**config.mk**
```make
export PLATFORM = sky130hd
export DESIGN_NAME = hazard_controller_flat
export DESIGN_NICKNAME = d
export VERILOG_FILES = /design/src/rtl/hazard_controller_pkg.sv /design/src/rtl/hazard_controller_if.sv /design/src/rtl/hazard_controller_forward_unit.sv /design/src/rtl/hazard_controller.sv /design/src/flat_wrapper.sv
export SDC_FILE = /design/constraint.sdc
export NUM_CORES = 1
export LEC_CHECK = 0
export ABC_CLOCK_PERIOD_IN_PS = 1400
export CAP_MARGIN = 5
export CORE_MARGIN = 1.5
export CORE_UTILIZATION = 33
export CTS_CLUSTER_DIAMETER = 200
export DETAILED_ROUTE_END_ITERATION = 12
export PLACE_DENSITY = 0.77
export SYNTH_ARGS = -nofsm -noshare
export SYNTH_HDL_FRONTEND = slang
export SYNTH_HIERARCHICAL = 1
export SYNTH_SLANG_ARGS = --single-unit
```
**constraint.sdc**
```tcl
create_clock -name iClk -period 1.4 [get_ports iClk]
set_input_delay 0.28 -clock iClk [delete_from_list [all_inputs] [get_ports iClk]]
set_output_delay 0.28 -clock iClk [all_outputs]
set_load 0.01 [all_outputs]
```
**src/rtl/hazard_controller_pkg.sv**
```systemverilog
// Shared control types for the hazard controller slice.
// Load marker, forward selects and sequencer states.
package ControlTypeDefs;

  localparam logic [2:0] RESULT_SRC_LOAD = 3'b001;

  typedef enum logic [1:0] {
    FWD_REG = 2'b00,
    FWD_W   = 2'b01,
    FWD_M   = 2'b10
  } fwd_e;

  typedef enum logic {
    RUN      = 1'b0,
    MEM_WAIT = 1'b1
  } HazState;

endpackage

```
**src/rtl/hazard_controller_if.sv**
```systemverilog
// Pipeline <-> hazard controller signal bundle.
// Counter outputs exist only with HAZARD_PERF_COUNTERS_EN.
interface hazard_controller_if #(
  parameter int CNT_W = 32
);
  logic [4:0] iRs1D, iRs2D;
  logic [4:0] iRs1E, iRs2E, iRdE;
  logic [2:0] iResultSrcE;
  logic       iRegWriteEnE;
  logic [4:0] iRdM;
  logic       iRegWriteEnM;
  logic [4:0] iRdW;
  logic       iRegWriteEnW;
  logic       iPCSrcE;
  logic       iMemReqM;
  logic       iMemReadyM;
  logic [1:0] oForwardAE, oForwardBE;
  logic       oStallF, oStallD, oStallE, oStallM;
  logic       oFlushD, oFlushE, oFlushW;
  logic       oMemErr;
`ifdef HAZARD_PERF_COUNTERS_EN
  logic [CNT_W-1:0] oStallCycles;
  logic [CNT_W-1:0] oFlushCount;
  logic [CNT_W-1:0] oLoadUseCount;

  modport slave (
    input  iRs1D, iRs2D, iRs1E, iRs2E, iRdE,
    input  iResultSrcE, iRegWriteEnE,
    input  iRdM, iRegWriteEnM, iRdW, iRegWriteEnW,
    input  iPCSrcE, iMemReqM, iMemReadyM,
    output oForwardAE, oForwardBE,
    output oStallF, oStallD, oStallE, oStallM,
    output oFlushD, oFlushE, oFlushW, oMemErr,
    output oStallCycles, oFlushCount, oLoadUseCount
  );

  modport master (
    output iRs1D, iRs2D, iRs1E, iRs2E, iRdE,
    output iResultSrcE, iRegWriteEnE,
    output iRdM, iRegWriteEnM, iRdW, iRegWriteEnW,
    output iPCSrcE, iMemReqM, iMemReadyM,
    input  oForwardAE, oForwardBE,
    input  oStallF, oStallD, oStallE, oStallM,
    input  oFlushD, oFlushE, oFlushW, oMemErr,
    input  oStallCycles, oFlushCount, oLoadUseCount
  );
`else
  modport slave (
    input  iRs1D, iRs2D, iRs1E, iRs2E, iRdE,
    input  iResultSrcE, iRegWriteEnE,
    input  iRdM, iRegWriteEnM, iRdW, iRegWriteEnW,
    input  iPCSrcE, iMemReqM, iMemReadyM,
    output oForwardAE, oForwardBE,
    output oStallF, oStallD, oStallE, oStallM,
    output oFlushD, oFlushE, oFlushW, oMemErr
  );

  modport master (
    output iRs1D, iRs2D, iRs1E, iRs2E, iRdE,
    output iResultSrcE, iRegWriteEnE,
    output iRdM, iRegWriteEnM, iRdW, iRegWriteEnW,
    output iPCSrcE, iMemReqM, iMemReadyM,
    input  oForwardAE, oForwardBE,
    input  oStallF, oStallD, oStallE, oStallM,
    input  oFlushD, oFlushE, oFlushW, oMemErr
  );
`endif
endinterface

```
**src/rtl/hazard_controller_forward_unit.sv**
```systemverilog
// E-stage operand forward select for one source register.
// M result beats W result; x0 is never forwarded.
module forward_unit
  import ControlTypeDefs::*;
(
  input  logic [4:0] rs,
  input  logic [4:0] rd_m,
  input  logic       we_m,
  input  logic [4:0] rd_w,
  input  logic       we_w,
  output fwd_e       fwd
);

  logic hit_m, hit_w;

  assign hit_m = we_m && (rd_m != 5'd0) && (rd_m == rs);
  assign hit_w = we_w && (rd_w != 5'd0) && (rd_w == rs);

  always_comb begin
    fwd = FWD_REG;
    if (hit_m)
      fwd = FWD_M;
    else if (hit_w)
      fwd = FWD_W;
  end

endmodule

```
**src/rtl/hazard_controller.sv**
```systemverilog
// Hazard/stall sequencer: forwarding, load-use, branch flush, mem wait.
// Optional perf counters: define HAZARD_PERF_COUNTERS_EN.
module hazard_controller
  import ControlTypeDefs::*;
#(
  parameter int MEM_TIMEOUT = 16,
  parameter int CNT_W       = 32
) (
  input logic           iClk,
  input logic           iRst,
  hazard_controller_if.slave hif
);

  localparam int CW = $clog2(MEM_TIMEOUT + 1);
  localparam logic [CW-1:0] TMO = CW'(MEM_TIMEOUT);

  if (MEM_TIMEOUT < 1 || CNT_W < 1) begin : g_bad_cfg
    $error("hazard_controller: bad parameters");
  end

  HazState       state_q;
  logic [CW-1:0] cnt_q;
  logic          mem_err_q;

  fwd_e fwd_a, fwd_b;

  forward_unit u_fwd_a (
    .rs   (hif.iRs1E),
    .rd_m (hif.iRdM),
    .we_m (hif.iRegWriteEnM),
    .rd_w (hif.iRdW),
    .we_w (hif.iRegWriteEnW),
    .fwd  (fwd_a)
  );

  forward_unit u_fwd_b (
    .rs   (hif.iRs2E),
    .rd_m (hif.iRdM),
    .we_m (hif.iRegWriteEnM),
    .rd_w (hif.iRdW),
    .we_w (hif.iRegWriteEnW),
    .fwd  (fwd_b)
  );

  logic in_wait, miss, hold, tmo, lu;

  assign in_wait = (state_q == MEM_WAIT);
  assign miss = !in_wait && hif.iMemReqM
             && !hif.iMemReadyM;
  // Timeout cycle releases like ready, so M moves on
  assign hold = in_wait && !hif.iMemReadyM
             && (cnt_q != TMO);
  assign tmo  = in_wait && !hif.iMemReadyM
             && (cnt_q == TMO);
  assign lu   = (hif.iResultSrcE == RESULT_SRC_LOAD)
             && hif.iRegWriteEnE
             && (hif.iRdE != 5'd0)
             && ((hif.iRdE == hif.iRs1D)
              || (hif.iRdE == hif.iRs2D));

  logic [3:0] stall;
  logic [2:0] flush;

  always_comb begin
    stall = 4'b0000;
    flush = 3'b000;
    if (iRst) begin
      flush = 3'b111;
    end else if (miss || hold) begin
      stall = 4'b1111;
      flush = 3'b001;
    end else if (hif.iPCSrcE) begin
      flush = 3'b110;
    end else if (lu) begin
      stall = 4'b1100;
      flush = 3'b010;
    end
  end

  assign {hif.oStallF, hif.oStallD,
          hif.oStallE, hif.oStallM} = stall;
  assign {hif.oFlushD, hif.oFlushE,
          hif.oFlushW} = flush;
  assign hif.oForwardAE = iRst ? FWD_REG : fwd_a;
  assign hif.oForwardBE = iRst ? FWD_REG : fwd_b;
  assign hif.oMemErr = mem_err_q;

  always_ff @(posedge iClk) begin
    if (iRst) begin
      state_q   <= RUN;
      cnt_q     <= '0;
      mem_err_q <= 1'b0;
    end else begin
      mem_err_q <= 1'b0;
      unique case (state_q)
        RUN: begin
          if (miss) begin
            state_q <= MEM_WAIT;
            cnt_q   <= CW'(1);
          end
        end
        MEM_WAIT: begin
          if (hif.iMemReadyM) begin
            state_q <= RUN;
            cnt_q   <= '0;
          end else if (tmo) begin
            state_q   <= RUN;
            cnt_q     <= '0;
            mem_err_q <= 1'b1;
          end else begin
            cnt_q <= cnt_q + CW'(1);
          end
        end
        default: begin
          state_q <= RUN;
          cnt_q   <= '0;
        end
      endcase
    end
  end

`ifdef HAZARD_PERF_COUNTERS_EN
  logic [CNT_W-1:0] stall_cyc_q, flush_cnt_q, lu_cnt_q;
  logic br_flush, lu_stall;

  // FlushD only comes from a branch outside reset
  assign br_flush = hif.oFlushD && !iRst;
  assign lu_stall = hif.oStallF && !hif.oStallM;

  always_ff @(posedge iClk) begin
    if (iRst) begin
      stall_cyc_q <= '0;
      flush_cnt_q <= '0;
      lu_cnt_q    <= '0;
    end else begin
      if (hif.oStallF)
        stall_cyc_q <= stall_cyc_q + CNT_W'(1);
      if (br_flush)
        flush_cnt_q <= flush_cnt_q + CNT_W'(1);
      if (lu_stall)
        lu_cnt_q <= lu_cnt_q + CNT_W'(1);
    end
  end

  assign hif.oStallCycles  = stall_cyc_q;
  assign hif.oFlushCount   = flush_cnt_q;
  assign hif.oLoadUseCount = lu_cnt_q;
`endif

endmodule

```
**src/flat_wrapper.sv**
```systemverilog
// flat-port wrapper written by rule: the top's interface ports become plain ports
module hazard_controller_flat import ControlTypeDefs::*;
#(
  parameter int MEM_TIMEOUT = 16,
  parameter int CNT_W       = 32
)
  (iClk, iRst, hif_iRs1D, hif_iRs2D, hif_iRs1E, hif_iRs2E, hif_iRdE, hif_iResultSrcE, hif_iRegWriteEnE, hif_iRdM, hif_iRegWriteEnM, hif_iRdW, hif_iRegWriteEnW, hif_iPCSrcE, hif_iMemReqM, hif_iMemReadyM, hif_oForwardAE, hif_oForwardBE, hif_oStallF, hif_oStallD, hif_oStallE, hif_oStallM, hif_oFlushD, hif_oFlushE, hif_oFlushW, hif_oMemErr);
  hazard_controller_if #(.CNT_W(CNT_W)) hif_i ();
  input logic iClk;
  input logic iRst;
  input wire logic [$bits(hif_i.iRs1D)-1:0] hif_iRs1D;
  input wire logic [$bits(hif_i.iRs2D)-1:0] hif_iRs2D;
  input wire logic [$bits(hif_i.iRs1E)-1:0] hif_iRs1E;
  input wire logic [$bits(hif_i.iRs2E)-1:0] hif_iRs2E;
  input wire logic [$bits(hif_i.iRdE)-1:0] hif_iRdE;
  input wire logic [$bits(hif_i.iResultSrcE)-1:0] hif_iResultSrcE;
  input wire logic [$bits(hif_i.iRegWriteEnE)-1:0] hif_iRegWriteEnE;
  input wire logic [$bits(hif_i.iRdM)-1:0] hif_iRdM;
  input wire logic [$bits(hif_i.iRegWriteEnM)-1:0] hif_iRegWriteEnM;
  input wire logic [$bits(hif_i.iRdW)-1:0] hif_iRdW;
  input wire logic [$bits(hif_i.iRegWriteEnW)-1:0] hif_iRegWriteEnW;
  input wire logic [$bits(hif_i.iPCSrcE)-1:0] hif_iPCSrcE;
  input wire logic [$bits(hif_i.iMemReqM)-1:0] hif_iMemReqM;
  input wire logic [$bits(hif_i.iMemReadyM)-1:0] hif_iMemReadyM;
  output wire logic [$bits(hif_i.oForwardAE)-1:0] hif_oForwardAE;
  output wire logic [$bits(hif_i.oForwardBE)-1:0] hif_oForwardBE;
  output wire logic [$bits(hif_i.oStallF)-1:0] hif_oStallF;
  output wire logic [$bits(hif_i.oStallD)-1:0] hif_oStallD;
  output wire logic [$bits(hif_i.oStallE)-1:0] hif_oStallE;
  output wire logic [$bits(hif_i.oStallM)-1:0] hif_oStallM;
  output wire logic [$bits(hif_i.oFlushD)-1:0] hif_oFlushD;
  output wire logic [$bits(hif_i.oFlushE)-1:0] hif_oFlushE;
  output wire logic [$bits(hif_i.oFlushW)-1:0] hif_oFlushW;
  output wire logic [$bits(hif_i.oMemErr)-1:0] hif_oMemErr;
  assign hif_i.iRs1D = hif_iRs1D;
  assign hif_i.iRs2D = hif_iRs2D;
  assign hif_i.iRs1E = hif_iRs1E;
  assign hif_i.iRs2E = hif_iRs2E;
  assign hif_i.iRdE = hif_iRdE;
  assign hif_i.iResultSrcE = hif_iResultSrcE;
  assign hif_i.iRegWriteEnE = hif_iRegWriteEnE;
  assign hif_i.iRdM = hif_iRdM;
  assign hif_i.iRegWriteEnM = hif_iRegWriteEnM;
  assign hif_i.iRdW = hif_iRdW;
  assign hif_i.iRegWriteEnW = hif_iRegWriteEnW;
  assign hif_i.iPCSrcE = hif_iPCSrcE;
  assign hif_i.iMemReqM = hif_iMemReqM;
  assign hif_i.iMemReadyM = hif_iMemReadyM;
  assign hif_oForwardAE = hif_i.oForwardAE;
  assign hif_oForwardBE = hif_i.oForwardBE;
  assign hif_oStallF = hif_i.oStallF;
  assign hif_oStallD = hif_i.oStallD;
  assign hif_oStallE = hif_i.oStallE;
  assign hif_oStallM = hif_i.oStallM;
  assign hif_oFlushD = hif_i.oFlushD;
  assign hif_oFlushE = hif_i.oFlushE;
  assign hif_oFlushW = hif_i.oFlushW;
  assign hif_oMemErr = hif_i.oMemErr;
  hazard_controller #(.MEM_TIMEOUT(MEM_TIMEOUT), .CNT_W(CNT_W)) u_core (.iClk(iClk), .iRst(iRst), .hif(hif_i));
endmodule
```
== Word-level counts from Yosys, hierarchy flattened ==
Cells that the tools add are included.
Storage, ports and cells
  register bits after elaboration: 7
  bits in latches: 0
  memory bits (writable): 0
  bits in read-only memories: 0
  input port bits: 46
  output and inout port bits: 12
  word-level logic and storage cells: 60
  memories kept: 0
Cells by class
  add/subtract/negate cells: 1
  $mul: 0
  div/mod/pow operators: 0
  order comparisons: 0
  equal/unequal tests: 10
  shifts and indexed selects: 0
  multiplexer cells: 23
  bitwise operators: 1
  reduce and logical (&&, ||, !) cells: 22
Operator list (count)
  equality test 5 bit: 6
  2-to-1 mux 4 bit: 4
  2-to-1 mux 5 bit: 3
  nonzero test 5 bit: 3
  logical AND 1 bit: 14
  2-to-1 mux 2 bit: 5
  one-hot mux 5 bit (2 select lines): 1
  2-to-1 mux 3 bit: 3
  2-to-1 mux 1 bit: 6
  adder 5 x 1 -> 5 bit, second input constant: 1
  equality test 5 bit, second input constant: 1
  inequality test 5 bit, second input constant: 1
  equality test 3 x 1 -> 1 bit, second input constant: 1
  OR reduction 3 bit: 1
  zero test 1 bit: 2
  logical OR 1 bit: 2
  inequality test 2 x 1 -> 1 bit, second input constant: 1
  one-hot mux 1 bit (2 select lines): 1
  inverter 1 bit: 1

== Depth between registers and ports, before layout ==
  depth in word-level cells: 8
  depth in mapped cells: 6
  gate-level depth less buffers: 6

== Cells and area by module ==
The synthesis kept the hierarchy.
Modules (own cells, without submodules)
  hazard_controller: instances 1, cells each 67, area an instance 593.1 um^2, sequential area each 140.1 um^2
  forward_unit: instances 2, cells each 21, area an instance 158.9 um^2, sequential area each 0.0 um^2

== Worst setup path before layout ==
OpenSTA, ideal clock, no wires.
  path kind: register -> output
  start point: reg u_core.cnt_q[0]
  end point: out hif_oStallF
  arrival: 1.289 ns
  required time: 1.120 ns
  slack: -0.169 ns
  stages on the path, launching flop included: 7
  buffers on the path: 1
  path through: dfxtp_1 inv_1 ha_1 nand4bb_4 a22oi_4 o22ai_1 buf_4
On the way
  word-level cells in the longest chain between the ends: 5
RTL lines
  start, declared: line hazard_controller.sv:22  | logic [CW-1:0] cnt_q;
  start signal, assigned: line hazard_controller.sv:111  | cnt_q <= cnt_q + CW'(1);
  inequality test 5 bit: line hazard_controller.sv:52  | && (cnt_q != TMO);
  logical AND 1 bit: line hazard_controller.sv:52
  logical OR 1 bit: line hazard_controller.sv:69  | end else if (miss || hold) begin
  2-to-1 mux 4 bit: line hazard_controller.sv:69
  2-to-1 mux 4 bit: line hazard_controller.sv:67  | if (iRst) begin
  end, declared: line flat_wrapper.sv:27  | output wire logic [$bits(hif_i.oStallF)-1:0] hif_oStallF;
No other way between the ends.

== Final worst setup path ==
  start point: in hif_iRs2D[2]
  end point: out hif_oFlushE
On the way
  word-level cells in the longest chain between the ends: 7
RTL lines
  start, declared: line flat_wrapper.sv:12  | input wire logic [$bits(hif_i.iRs2D)-1:0] hif_iRs2D;
  equality test 5 bit: line hazard_controller.sv:59  | || (hif.iRdE == hif.iRs2D));
  logical OR 1 bit: line hazard_controller.sv:59
  logical AND 1 bit: line hazard_controller.sv:58  | && ((hif.iRdE == hif.iRs1D)
  2-to-1 mux 2 bit: line hazard_controller.sv:74  | end else if (lu) begin
  2-to-1 mux 3 bit: line hazard_controller.sv:72  | end else if (hif.iPCSrcE) begin
  2-to-1 mux 3 bit: line hazard_controller.sv:69
  2-to-1 mux 3 bit: line hazard_controller.sv:67
  end, declared: line flat_wrapper.sv:32  | output wire logic [$bits(hif_i.oFlushE)-1:0] hif_oFlushE;
No other way between the ends.

==> run summary <==
Status: finished with violations
Failing checks: negative setup slack
Synthesis-to-finish area growth: 105%
Die width: 55.5 µm
Area leader, netlist: xor2_1
Vias post-DR: 1,105
Post-route minimum period: 1890 ps
Flops & latches, synth: 7
First-pass GRT wire length: 4950 µm
Clock root cell: clkbuf_4
Maximum clock path buffer count: 2
Fin worst setup slack: -494 ps
Core Region: 2540 µm²
H-tree lvl count: 1
GPL Wtd Cong: 0.828
Combinational Power Share: 54.3%
CTS buffer count: 3
Crit-path cells: clkdlybuf4s50_1, xor2_1, nor3_1, a22oi_2, buf_4, o21bai_4, buf_6
Critical path origin: hif_iRs2D[2]
Critical setup path kind: input port to output port
Crit-path slowest cell: clkdlybuf4s50_1
Net Sw Power: 0.287 mW
Worst clock skew: 8.28 ps
CTS Hold Buffers Added: 0
Drt pass-1 iters: 4
Slew of the pin with the lowest slew margin: 251 ps
Post-Syn Instances: 109
Slew Limit Fails: 0
Slew HR: 83.3%
Netlist cell types: 33
HPWL Detailed: 2480 µm
Synthesized Nets: 157
Pint: 0.575 mW
Post-Syn Area: 911 µm²
Final setup fails: 15
CP endpoint kind: output port
DRC: 0
Peak VDD IR: 492 µV
Yosys Warn Count: 6
Pwr dens: 463 nW/µm²
LEAKAGE: 0.797 nW
Fin. Hold Viols: 0
GRT Overall Usage: 19.9%
Clock Power Share: 21.7%
Top cell type's share of synthesized area: 18.3%
Pre-CTS setup slack: -1070 ps
I/O pin cnt: 58
Die area: 3080 µm²
Largest net degree at the start of global routing: 7
RSZ-0062 raised after global routing: yes
Post-route ant nets: 0
CP Launch Type: input port
Nets: 239
Number of buffers and inverters on the critical path: 3
Sequential share of the synthesized area: 15.4%
Worst reg2reg startpoint: u_core/cnt_q[0]$_SDFFE_PP0P_
Top post-synthesis cells by area: xor2_1 (18%), dfxtp_1 (15%), xnor2_1 (9.6%)
Skew-Pair Late Insertion Delay: 250 ps
Post-DR wirelength/cell: 14.6 µm
Port bufs: 57
Sequential fraction of design power: 24.1%
Initial antenna violation count: 0
Hold wc startpoint: hif_iMemReadyM
Post-Layout Cell Count: 220
FP Rows: 18
Setup_tns: -4190 ps
Min-Delay Path Class: input port to flip-flop
Initial DRC count: 31
Final worst path period share: 135%
Total of max-cap violations: 0
F_max: 528 MHz
Mapped Avg Cell Area: 8.36 µm²
Vias in the first global route: 1,150
Gr ovfl total: 0
Diodes inserted: 0
Reg-to-reg setup timing slack: -140 ps
Placed cell count: 209
Peak per-stage delay on the critical path: 420 ps
Max Fanout on Critical Path: 2
Initial Util: 35.8%
CP Data Arrival Time: 1610 ps
Clk sinks: 7
Critical Path RT: 1120 ps
Drt total wl: 3210 µm
Die height: 55.5 µm
CP top delay family: buffers and inverters
Clk slew on worst S/H paths: 50 ps
Hold_ws: 361 ps
CTS tree: yes
Fraction of layout cells with a size suffix above 1: 51.6%
Switching share of power: 33.3%
Layout Utilization: 73.2%
Vias/cell: 5.02
what timing repair did:
action,CTS,global route
setup endpoints to repair,14,14
buffers inserted,6,1
pin swaps,32,7
gates resized for setup,158,18
kinds of logic (layout without fill, tap and decap cells):
family / Yosys count / count (layout) / share of synthesized area, %
AOI/OAI and AO/OA: 20 / 20 / 21.0
xor gates and xnor gates: 29 / 29 / 27.9
adders and majority gates: 2 / 2 / 2.75
buffers and inverters: 8 / 89 / 4.94
DFF: 7 / 7 / 15.4
and+or+nand+nor: 43 / 43 / 28.0
placed cells by master, fill, tap and decap left out, types with 2 or more instances in the layout:
master,synthesis,layout
nand2_1,5,5
clkdlybuf4s50_1,0,15
clkbuf_2,0,3
nor4_2,0,2
nor2b_2,0,2
nor3_2,2,3
a21oi_1,3,3
dfxtp_1,7,5
xnor2_4,0,2
clkbuf_4,0,5
xnor2_2,0,4
o41ai_4,0,2
buf_6,0,13
dfxtp_2,0,2
inv_2,0,2
a211oi_2,2,2
nor3_1,6,5
o2111ai_1,2,2
xnor2_1,10,4
nor2_2,0,2
nor2_1,12,9
buf_2,0,13
xor2_1,19,19
nand3_2,0,3
buf_4,4,20
dlygate4sd2_1,0,13
nor2b_1,4,2
final timing paths:
check,endpoint,cells after the start
min reg2reg,u_core/cnt_q[3]$_SDFFE_PP0P_,3
min,u_core/hif.oMemErr$_SDFF_PP0_,2
max,hif_oFlushE,7
max reg2reg,u_core/cnt_q[4]$_SDFFE_PP0P_,9
power by group through the flow:
stage	Sequential [mW]	Clock (mW)	Combinational, mW
after global placement	0.211	0	0.387
final	0.208	0.187	0.468
after global routing	0.208	0.210	0.498
after detailed placement	0.212	0	0.395
after CTS	0.207	0.188	0.427
after floorplan	0.213	0	0.153
worst reg2reg max path, stage by stage (launching register included):
cell and delay [ps]:
dfxtp_2 320, inv_2 70, ha_4 140, nand4bb_4 120, buf_4 150, buf_4 120, buf_4 120, and2_1 150
o21bai_2 170, nor2_1 60
registers in the layout, indices dropped and copies added (netlist names):
name and flops:
u_core/hif.oMemErr 1, u_core/in_wait 1, u_core/cnt_q 5
cells in the mapped netlist, drive strengths merged:
cell type   n
o21ai       2
clkbuf      1
nand2       5
a21oi       3
o21bai      2
nand2b      1
or4         1
nor2       12
and2        1
nor3        8
a22oi       3
xnor2      10
buf         4
xor2       19
o41ai       2
nor4        3
nor4bb      1
nor2b       4
ha          2
and2b       2
dfxtp       7
a211oi      2
inv         3
o2111ai     2
a21o        1
nand4bb     1
o211ai      2
nand3       4
o22ai       1
final cells by class:
| type | instances | area [µm²] |
|---|---|---|
| Multi-Input combinational cell | 94 | 943 |
| Timing Repair Buffer | 82 | 702 |
| Tap cell | 30 | 37.5 |
| Inverter | 3 | 11.3 |
| Sequential cell | 7 | 143 |
| Clock buffer | 4 | 26.3 |
| Fill cell | 199 | 682 |
metrics by stage:
| stage | instance area, µm² | power [mW] |
|---|---|---|
| global route | 1860 | 0.916 |
| finish | 1860 | 0.862 |
| floorplan | 951 | 0.366 |
| global placement | 1660 | 0.598 |
| CTS | 1780 | 0.823 |
| detailed placement | 1660 | 0.607 |
metal layers:
layer / global-route usage, % / vias up / share of wire [%] / routed length (µm)
li1: - / 545 / - / -
met1: 19.9 / 521 / 37 / 1190
met2: 38.8 / 35 / 58 / 1840
met3: 5.62 / 4 / 4.5 / 145
met4: 6.62 / 0 / 0.72 / 23
met5: 0 / - / 0 / 0
Note: power is estimated with default switching activity, not from simulation.
==> patch, RTL diff (config.mk and constraints unchanged) <==
`MEM_TIMEOUT` is set to 16 in 2 places; all go to 8.
--- a/src/rtl/hazard_controller.sv
+++ b/src/rtl/hazard_controller.sv
@@ -3,7 +3,7 @@
 module hazard_controller
   import ControlTypeDefs::*;
 #(
-  parameter int MEM_TIMEOUT = 16,
+  parameter int MEM_TIMEOUT = 8,
   parameter int CNT_W       = 32
 ) (
   input logic           iClk,
--- a/src/flat_wrapper.sv
+++ b/src/flat_wrapper.sv
@@ -1,7 +1,7 @@
 // flat-port wrapper written by rule: the top's interface ports become plain ports
 module hazard_controller_flat import ControlTypeDefs::*;
 #(
-  parameter int MEM_TIMEOUT = 16,
+  parameter int MEM_TIMEOUT = 8,
   parameter int CNT_W       = 32
 )
   (iClk, iRst, hif_iRs1D, hif_iRs2D, hif_iRs1E, hif_iRs2E, hif_iRdE, hif_iResultSrcE, hif_iRegWriteEnE, hif_iRdM, hif_iRegWriteEnM, hif_iRdW, hif_iRegWriteEnW, hif_iPCSrcE, hif_iMemReqM, hif_iMemReadyM, hif_oForwardAE, hif_oForwardBE, hif_oStallF, hif_oStallD, hif_oStallE, hif_oStallM, hif_oFlushD, hif_oFlushE, hif_oFlushW, hif_oMemErr);
Check against the original RTL: not equivalent (a bounded check fails within 10 cycles, from zero or initial values and one cycle with iRst high).
==> patch against the original RTL <==
- the flow still finishes with violations (setup timing)
- clock power down 12%
- area after synthesis down 7.7%
- final cell count down 2.3%
- total power down 8.1%
- highest routed layer unchanged
- cell area down 4.8%
- setup slack worse by 140 ps
- global-route usage up 3.0 points
- critical path type is now register to output pin
- utilization down 0.26 points
- sequential cell count down 1
- routed wire length up 0.94%
==> patch: results (changes against the original RTL) <==
Global route
  – Largest net degree at the start of global routing: 14 (+7)
  – All-Layer GR Usage: 0.229 (+0.0296)
  – Wire length of the first global-routing pass: 4700 µm (-5.2%)

Detailed routing
  – Detailed router's first-iteration violation count: 36 (+16%)
  – Vias: 1066 (-3.5%)
  – Routed len/inst: 15.0 µm (+3.3%)

Layout
  – Final #Nets: 235 (-1.7%)
  – Layout cells sized above 1: 0.481 (-0.0347)
  – Register with the most flip-flops: u_core/cnt_q
  – Max reg flops: 4 (-1)

Critical path
  – Crit path DAT: 1760 ps (+150 ps)
  – Worst Setup Start Kind: register
  – Worst R2R Start: u_core/cnt_q[1]
  – CP max FO: 3 (+1)

Min path
  – Hold Crit Start: u_core/cnt_q[3]
  – Hold WC Path Type: register to register

Synth
  – Seq/Total Area, Yosys: 0.143 (-0.0110)
  – Synth cell types: 31 (-6.1%)
  – Largest cells by area after synthesis: xor2_1 18%, dfxtp_1 14%, xnor2_1 10%
  – Post-synth top cells: 17 x xor2_1, 11 x nor2_1, 10 x xnor2_1
  – YS warnings: 6 (unchanged)
  – Synth async-reset ratio: 0 (unchanged)

Run status
  – Status: complete, but fails checks
  – Failing checks: setup timing

Pwr
  – Clock group: 0.165 mW (-12%)
  – Comb group: 0.448 mW (-4.3%)
  – Leak: 0.758 nW (-4.9%)
  – Worst VDD drop: 341 µV (-31%)
  – Sw Pwr: 0.259 mW (-9.7%)

Clock network
  – Number of H-tree levels: 1 (unchanged)
  – CTS buffer count: 3 (unchanged)

STA
  – Slew HR: 0.824 (-0.00900)
  – Setup-failing EPs final: 12 (-3)
  – Worst clock skew: 4.69 ps (-3.59 ps)
  – Max-slew violation count: 0 (unchanged)
  – Final worst slack: -639 ps (-144 ps)

Placed design
  – Gpl congestion: 0.849 (+2.5%)
  – Detail Placement HPWL: 2430 µm (-1.9%)
==> patch: critical path, cell delays in order, from the launching register on <==
cell      delay (ps)
dfxtp_2          330
inv_2             40
ha_4             140
and3b_2          210
a211o_1          310
a21o_1           190
o21bai_4         170
buf_6            120
==> patch: through the flow <==
step	instance area (µm²)	total power [mW]	setup WS, ps	TNS [ps]	cells
after floorplan	868	0.321	-281	-1200	109
after global placement	1570	0.552	-1060	-10670	208
after detailed placement	1570	0.562	-1120	-11120	208
after CTS	1650	0.753	-675	-4830	213
after global routing	1770	0.835	-702	-5490	215
final	1770	0.793	-639	-4740	215
==> patch: worst paths after layout <==
kind                      to  slack (ps)  cells past startpoint
min reg2reg  u_core/cnt_q[3]         540                      2
max              hif_oFlushE        -640                      7
min          u_core/cnt_q[3]         540                      2
max reg2reg  u_core/cnt_q[0]          10                      8
==> patch: layer usage <==
layer / part of all wire / up-vias / track usage
met5: 0 / - / 0
met4: 0.0065 / 0 / 0.0598
li1: - / 532 / -
met2: 0.56 / 38 / 0.463
met1: 0.38 / 492 / 0.236
met3: 0.050 / 4 / 0.0339
==> patch: kinds of logic (layout without fill, tap and decap cells) <==
logic type,after synthesis,after routing,share of synthesized area
compound gates,19,19,0.180
xor+xnor,27,27,0.281
fa+ha+maj,2,2,0.0298
buf+inv,8,84,0.0536
flops,6,6,0.143
simple gates,47,47,0.312
==> patch: layout make-up <==
| type | count | area [µm²] |
|---|---|---|
| multi-input combinational | 95 | 868 |
| timing repair buffer | 78 | 712 |
| fill | 201 | 658 |
| sequential | 6 | 123 |
| tap | 30 | 37.5 |
| clock buffer | 3 | 22.5 |
| inverter | 3 | 11.3 |
==> patch: repair_timing <==
action / in CTS / in global routing
pin swaps: 25 / 19
gates resized for setup: 157 / 31
setup buffers: 2 / 2
setup endpoints to repair: 12 / 13
